`src/rtl/mem_arbiter.sv`:
```
// mem_arbiter: two-requester round-robin arbiter for a single data memory.
// Each transaction takes three cycles: IDLE (arbitrate and latch), ACCESS
// (drive memory), RESP (acknowledge the winner).
// Optional bus lock: define MEM_ARB_LOCK_EN to add m0_lock/m1_lock and the
// lock-owner logic. When it is undefined, arbitration is pure round-robin.
//
// Handshake (req/ack): a requester raises mX_req with we/addr/wdata valid.
// It holds them stable until mX_ack, which is a single-cycle pulse. Read
// data on mX_rdata is valid while mX_ack is high. A req still high in the
// IDLE cycle after ack is treated as a new request.
module mem_arbiter #(
   parameter int ADDR_W = 32,
   parameter int DATA_W = 32
) (
   input  logic              clk,
   input  logic              rst,
   input  logic              m0_req,
   input  logic              m0_we,
   input  logic [ADDR_W-1:0] m0_addr,
   input  logic [DATA_W-1:0] m0_wdata,
   input  logic              m1_req,
   input  logic              m1_we,
   input  logic [ADDR_W-1:0] m1_addr,
   input  logic [DATA_W-1:0] m1_wdata,
`ifdef MEM_ARB_LOCK_EN
   input  logic              m0_lock,
   input  logic              m1_lock,
`endif
   output logic              m0_ack,
   output logic              m1_ack,
   output logic [DATA_W-1:0] m0_rdata,
   output logic [DATA_W-1:0] m1_rdata,
   output logic              mem_read,
   output logic              mem_write,
   output logic [ADDR_W-1:0] mem_addr,
   output logic [DATA_W-1:0] mem_wdata,
   input  logic [DATA_W-1:0] mem_rdata,
   output logic [1:0]        dbg_state
);

   typedef enum logic [1:0] {
      S_IDLE   = 2'd0,
      S_ACCESS = 2'd1,
      S_RESP   = 2'd2
   } state_t;

   state_t            state_q, state_d;
   logic              ptr_q;        // id of the requester granted last
   logic              win_q;        // id of the current transaction's winner
   logic              we_q;
   logic [ADDR_W-1:0] addr_q;
   logic [DATA_W-1:0] wdata_q;
   logic [DATA_W-1:0] rdata_q;      // shared read-data register
   logic              grant_valid;
   logic              grant_id;

`ifdef MEM_ARB_LOCK_EN
   logic              lock_q;       // lock bit latched with the grant
   logic              owner_valid_q;
   logic              owner_q;
`endif

   // Arbitration: a lock owner excludes the other side; otherwise round-robin on ties
   always_comb begin
      grant_valid = 1'b0;
      grant_id    = 1'b0;
`ifdef MEM_ARB_LOCK_EN
      if (owner_valid_q) begin
         grant_valid = owner_q ? m1_req : m0_req;
         grant_id    = owner_q;
      end else begin
`else
      begin
`endif
         if (m0_req && m1_req) begin
            grant_valid = 1'b1;
            grant_id    = ~ptr_q;
         end else if (m0_req) begin
            grant_valid = 1'b1;
            grant_id    = 1'b0;
         end else if (m1_req) begin
            grant_valid = 1'b1;
            grant_id    = 1'b1;
         end
      end
   end

   // Next-state logic: IDLE waits for a grant, then ACCESS and RESP each last one cycle
   always_comb begin
      state_d = state_q;
      case (state_q)
         S_IDLE:   if (grant_valid) state_d = S_ACCESS;
         S_ACCESS: state_d = S_RESP;
         S_RESP:   state_d = S_IDLE;
         default:  state_d = S_IDLE;
      endcase
   end

   // Outputs: memory is driven only in ACCESS, and the winner's ack only in RESP
   always_comb begin
      mem_read  = 1'b0;
      mem_write = 1'b0;
      mem_addr  = '0;
      mem_wdata = '0;
      m0_ack    = 1'b0;
      m1_ack    = 1'b0;
      case (state_q)
         S_ACCESS: begin
            mem_read  = ~we_q;
            mem_write = we_q;
            mem_addr  = addr_q;
            mem_wdata = wdata_q;
         end
         S_RESP: begin
            m0_ack = ~win_q;
            m1_ack = win_q;
         end
         default: ;
      endcase
   end

   assign m0_rdata  = rdata_q;
   assign m1_rdata  = rdata_q;
   assign dbg_state = state_q;

   // State register; a reset at any point abandons the in-flight transaction
   always_ff @(posedge clk) begin
      if (rst) state_q <= S_IDLE;
      else     state_q <= state_d;
   end

   // Latch the winner's request so later input changes cannot disturb it
   always_ff @(posedge clk) begin
      if (rst) begin
         win_q   <= 1'b0;
         we_q    <= 1'b0;
         addr_q  <= '0;
         wdata_q <= '0;
`ifdef MEM_ARB_LOCK_EN
         lock_q  <= 1'b0;
`endif
      end else if (state_q == S_IDLE && grant_valid) begin
         win_q   <= grant_id;
         we_q    <= grant_id ? m1_we    : m0_we;
         addr_q  <= grant_id ? m1_addr  : m0_addr;
         wdata_q <= grant_id ? m1_wdata : m0_wdata;
`ifdef MEM_ARB_LOCK_EN
         lock_q  <= grant_id ? m1_lock  : m0_lock;
`endif
      end
   end

   // Read data is captured at the end of ACCESS; writes leave it untouched
   always_ff @(posedge clk) begin
      if (rst)                              rdata_q <= '0;
      else if (state_q == S_ACCESS && !we_q) rdata_q <= mem_rdata;
   end

   // Round-robin pointer and lock ownership advance when a transaction completes
   always_ff @(posedge clk) begin
      if (rst) begin
         ptr_q         <= 1'b1;
`ifdef MEM_ARB_LOCK_EN
         owner_valid_q <= 1'b0;
         owner_q       <= 1'b0;
`endif
      end else if (state_q == S_RESP) begin
`ifdef MEM_ARB_LOCK_EN
         if (!owner_valid_q) ptr_q <= win_q;
         owner_valid_q <= lock_q;
         owner_q       <= win_q;
`else
         ptr_q <= win_q;
`endif
      end
   end

endmodule

```
`config.mk`:
```
export PLATFORM = sky130hd
export DESIGN_NAME = mem_arbiter
export DESIGN_NICKNAME = d
export VERILOG_FILES = /design/src/rtl/mem_arbiter.sv
export SDC_FILE = /design/constraint.sdc
export NUM_CORES = 1
export LEC_CHECK = 0
export CELL_PAD_IN_SITES_DETAIL_PLACEMENT = 0
export CELL_PAD_IN_SITES_GLOBAL_PLACEMENT = 2
export CORE_ASPECT_RATIO = 1.5
export CORE_MARGIN = 5
export CORE_UTILIZATION = 20
export CTS_BUF_LIST = sky130_fd_sc_hd__clkbuf_4
export DETAILED_ROUTE_END_ITERATION = 8
export HOLD_SLACK_MARGIN = 0.15
export PLACE_DENSITY = 0.86
export SYNTH_ARGS = -nofsm -noshare
export SYNTH_HDL_FRONTEND = slang
export SYNTH_SLANG_ARGS = --single-unit
```
`constraint.sdc`:
```
create_clock -name clk -period 1.77 [get_ports clk]
set_clock_uncertainty 0.05 [all_clocks]
set_input_delay 0.2655 -clock clk [delete_from_list [all_inputs] [get_ports clk]]
set_output_delay 0.2655 -clock clk [all_outputs]
set_load 0.01 [all_outputs]
```
==> results of run 1 <==
Yosys cell counts:
| library cell | number |
|---|---|
| or2_0 | 1 |
| buf_4 | 36 |
| a21boi_2 | 1 |
| a311oi_1 | 36 |
| a21oi_1 | 98 |
| nand2_1 | 194 |
| a21bo_2 | 1 |
| dfxtp_1 | 101 |
| buf_2 | 13 |
| nor2b_1 | 3 |
| or3b_1 | 1 |
| inv_1 | 1 |
| nand3_1 | 1 |
| a21o_1 | 1 |
| and2_4 | 1 |
| clkbuf_1 | 40 |
| nand2b_1 | 1 |
| a311oi_2 | 29 |
| and2_1 | 65 |
| a211o_1 | 1 |
| buf_6 | 4 |
| inv_2 | 1 |
| nor2_1 | 3 |
worst register-to-register path, cell delays in order (launching register included):
cell and delay [ns]:
dfxtp_2 0.36, buf_4 0.13, buf_6 0.10, buf_6 0.11, buf_6 0.11, nor2_4 0.19, buf_12 0.15, and2_4 0.25
buf_12 0.19, a311oi_2 0.12
sequential cells by signal (all words and copies together), names as in the netlist:
name       flops
addr_q        32
m0_rdata      32
wdata_q       32
dbg_state      2
ptr_q          1
we_q           1
win_q          1
power groups by stage:
stage,sequential [uW],clock (uW),combinational [uW]
2_1_floorplan,2660,0,888
3_3_place_gp,2660,0,1830
3_5_place_dp,2660,0,1840
4_1_cts,2620,1400,1970
5_1_grt,2670,1460,2360
6_report,2640,1300,2200
cell usage in the layout (no fill, tap or decap), types with 2 or more instances in the layout:
cell type,netlist,final
dlygate4sd2_1,0,52
buf_12,0,14
buf_2,13,23
a311oi_1,36,30
buf_8,0,2
a21oi_4,0,4
buf_4,36,20
diode_2,0,6
clkbuf_4,0,10
dfxtp_2,0,31
clkinv_4,0,2
nor2b_1,3,2
dlymetal6s2s_1,0,9
nor2_4,0,3
a21oi_1,98,78
and2_1,65,26
buf_6,4,56
nand2_1,194,194
and2_4,1,41
a311oi_2,29,35
clkdlybuf4s50_1,0,168
dfxtp_1,101,70
clkbuf_16,0,6
a21oi_2,0,16
buf_16,0,6
per-stage QoR:
step | cell area, um2 | setup TNS (ns) | cells | util, %
after global placement | 8250 | -5.09 | 1191 | 33.0
after detailed placement | 8250 | -8.56 | 1191 | 33.0
final | 9200 | -10.89 | 1249 | 36.8
after global routing | 9190 | -21.66 | 1248 | 36.8
after CTS | 8660 | -15.27 | 1226 | 34.7
after floorplan | 5040 | 0 | 633 | -
cells by family after synthesis:
kind of cell / after synthesis / share of synthesized area (%)
AO/OA/AOI/OAI: 167 / 25.4
buffers and inverters: 95 / 10.7
flip-flops: 101 / 40.1
AND/OR/NAND/NOR: 270 / 23.8
cell type report:
class / instances / area, um2 / area share, %
clock inverters: 6 / 63.8 / 0.694
multi-input cells: 438 / 2780 / 30.2
repair buffers: 358 / 3790 / 41.2
clock buffers: 10 / 75.1 / 0.816
flip-flops and latches: 101 / 2060 / 22.4
well taps: 328 / 410 / 4.46
inverters: 2 / 10.0 / 0.109
diodes: 6 / 15.0 / 0.163
worst paths after layout:
check | slack, ns | depth (start not counted) | end
worst max-delay path | -0.23 | 6 | mem_addr[11]
worst min-delay path | 0.23 | 3 | m0_rdata[12]$_SDFFE_PP0P_
worst max register to register | -0.07 | 9 | wdata_q[26]$_SDFFE_PP0P_
worst min register to register | 0.42 | 2 | m0_rdata[17]$_SDFFE_PP0P_
per-layer routing:
layer | vias up | share of wire (%) | track usage [%]
met3 | 34 | 6.6 | 3.96
li1 | 2693 | - | -
met2 | 212 | 52 | 25.7
met4 | 0 | 3.0 | 6.41
met1 | 2531 | 39 | 15.5
met5 | - | 0 | 0
what timing repair did:
action,CTS,global route
resized for setup,458,74
setup buffers,13,8
gates cloned,5,10
setup endpoints to repair,134,108
pin swaps,25,41
hold buffers,1,0
endpoints found under the hold margin,23,0
==> flow_summary.ini, run 1 <==
[power]
p_seq_share_pct = 42.9
p_switching_uw = 1970
leakage_uw = 0.00395
max-vdd-ir-drop_mv = 0.284
powerDensity_nw_per_um2 = 668
internal_power_uw = 4180
power_frac_comb_pct = 35.8
clock_power_share_pct = 21.2
finalPower_uw = 6140
swShare_pct = 32.0

[yosys]
ys_warn_count = 0
ys_ff_latch = 101
synth_area_leader_cell = dfxtp_1
synth_top_area_share_pct = 40.1
syn_area_um2 = 5040
synth.distinct_cells = 23
synth.area.top_cells = dfxtp_1 40%, nand2_1 14%, a21oi_1 9.7%
ys_seq_area_share_pct = 40.1
avgSynthCellArea_um2 = 7.96
synth_nets = 799
synth_cells = 633

[drt]
viasPerCell = 4.38
drc = 0
vias = 5470
wire_per_inst_um = 18.0
wl_um = 22500
dr.pass1.iters = 4
drt_iter0_markers = 195
final_antenna_net_count = 0

[run_status]
status = complete, but fails checks
failed_checks = setup timing

[clocking]
root_buffer = clkbuf_4
clk_path_buf_depth = 2
clkTransAtPathRegs_ns = 0.17
clkLatencyLatePin_ns = 0.49
cts_sinks = 101
htreeDepth = 3
cts_buffers = 9
cts_tree = built

[place]
dp_hpwl_um = 15100
gp_congestion = 0.755
port_buffers = 299
post-place-ws_ns = -0.151

[grt]
grt_max_degree = 51
grt_util_all_layers_pct = 14.3
grt_pass1_wl_um = 31600
grt_pass1_vias = 5355
antenna_found_initial = 5
grt_overflow = 0

[finish]
final_nets = 1076
final.fill_count = 2589
area_growth_pct = 82.5
drive_gt1_share_pct = 30.6

[setup_path]
cp_slowest_stage_delay_ns = 0.36
cp_top_family = buffers and inverters
r2r_start = dbg_state[0]$_SDFFE_PP0P_
crit_arrival_ns = 1.68
cp_max_fo = 8
critPathRequiredTime_ns = 1.45
crit_buf_inv = 4
crit_path_start_kind = flip-flop
slowest_stage = dfxtp_2
crit_path_end_kind = output pin
crit_type = reg -> out
crit_start = dbg_state[0]$_SDFFE_PP0P_
cp_cell_sequence = nor2b_4, buf_12, buf_8, buf_16, and2_4, buf_6

[hold_path]
hold_path_class = in -> reg
min_from = mem_rdata[12]

[floorplanning]
start_util_pct = 20.2
die_w_um = 140
rows = 71
design.core.area_um2 = 25000
io_pins = 300
die_y_um = 204
dieArea_um2 = 28500

[sta]
setup_violations = 112
tightest_slew_ns = 0.490
rsz0062_at_grt = yes
slew_headroom_pct = 67.4
post-route-period-util_pct = 113
min_period_ns = 2.00
final_hold_viol_count = 0
timing.final.max_slew_violations = 0
layout_setup_ws_ns = -0.229
fmax_mhz = 500
holdWs_ns = 0.234

[flow_run]
drv_cap = 0
(Power assumes the default switching activity.)
==> run 2: changes to the inputs <==
--- a/config.mk
+++ b/config.mk
@@ -5,6 +5,7 @@
 export SDC_FILE = /design/constraint.sdc
 export NUM_CORES = 1
 export LEC_CHECK = 0
+export CAP_MARGIN = 0
 export CELL_PAD_IN_SITES_DETAIL_PLACEMENT = 0
 export CELL_PAD_IN_SITES_GLOBAL_PLACEMENT = 2
 export CORE_ASPECT_RATIO = 1.5
==> results of run 2 <==
Final layout, timing and power as in run 1 (identical DEF).
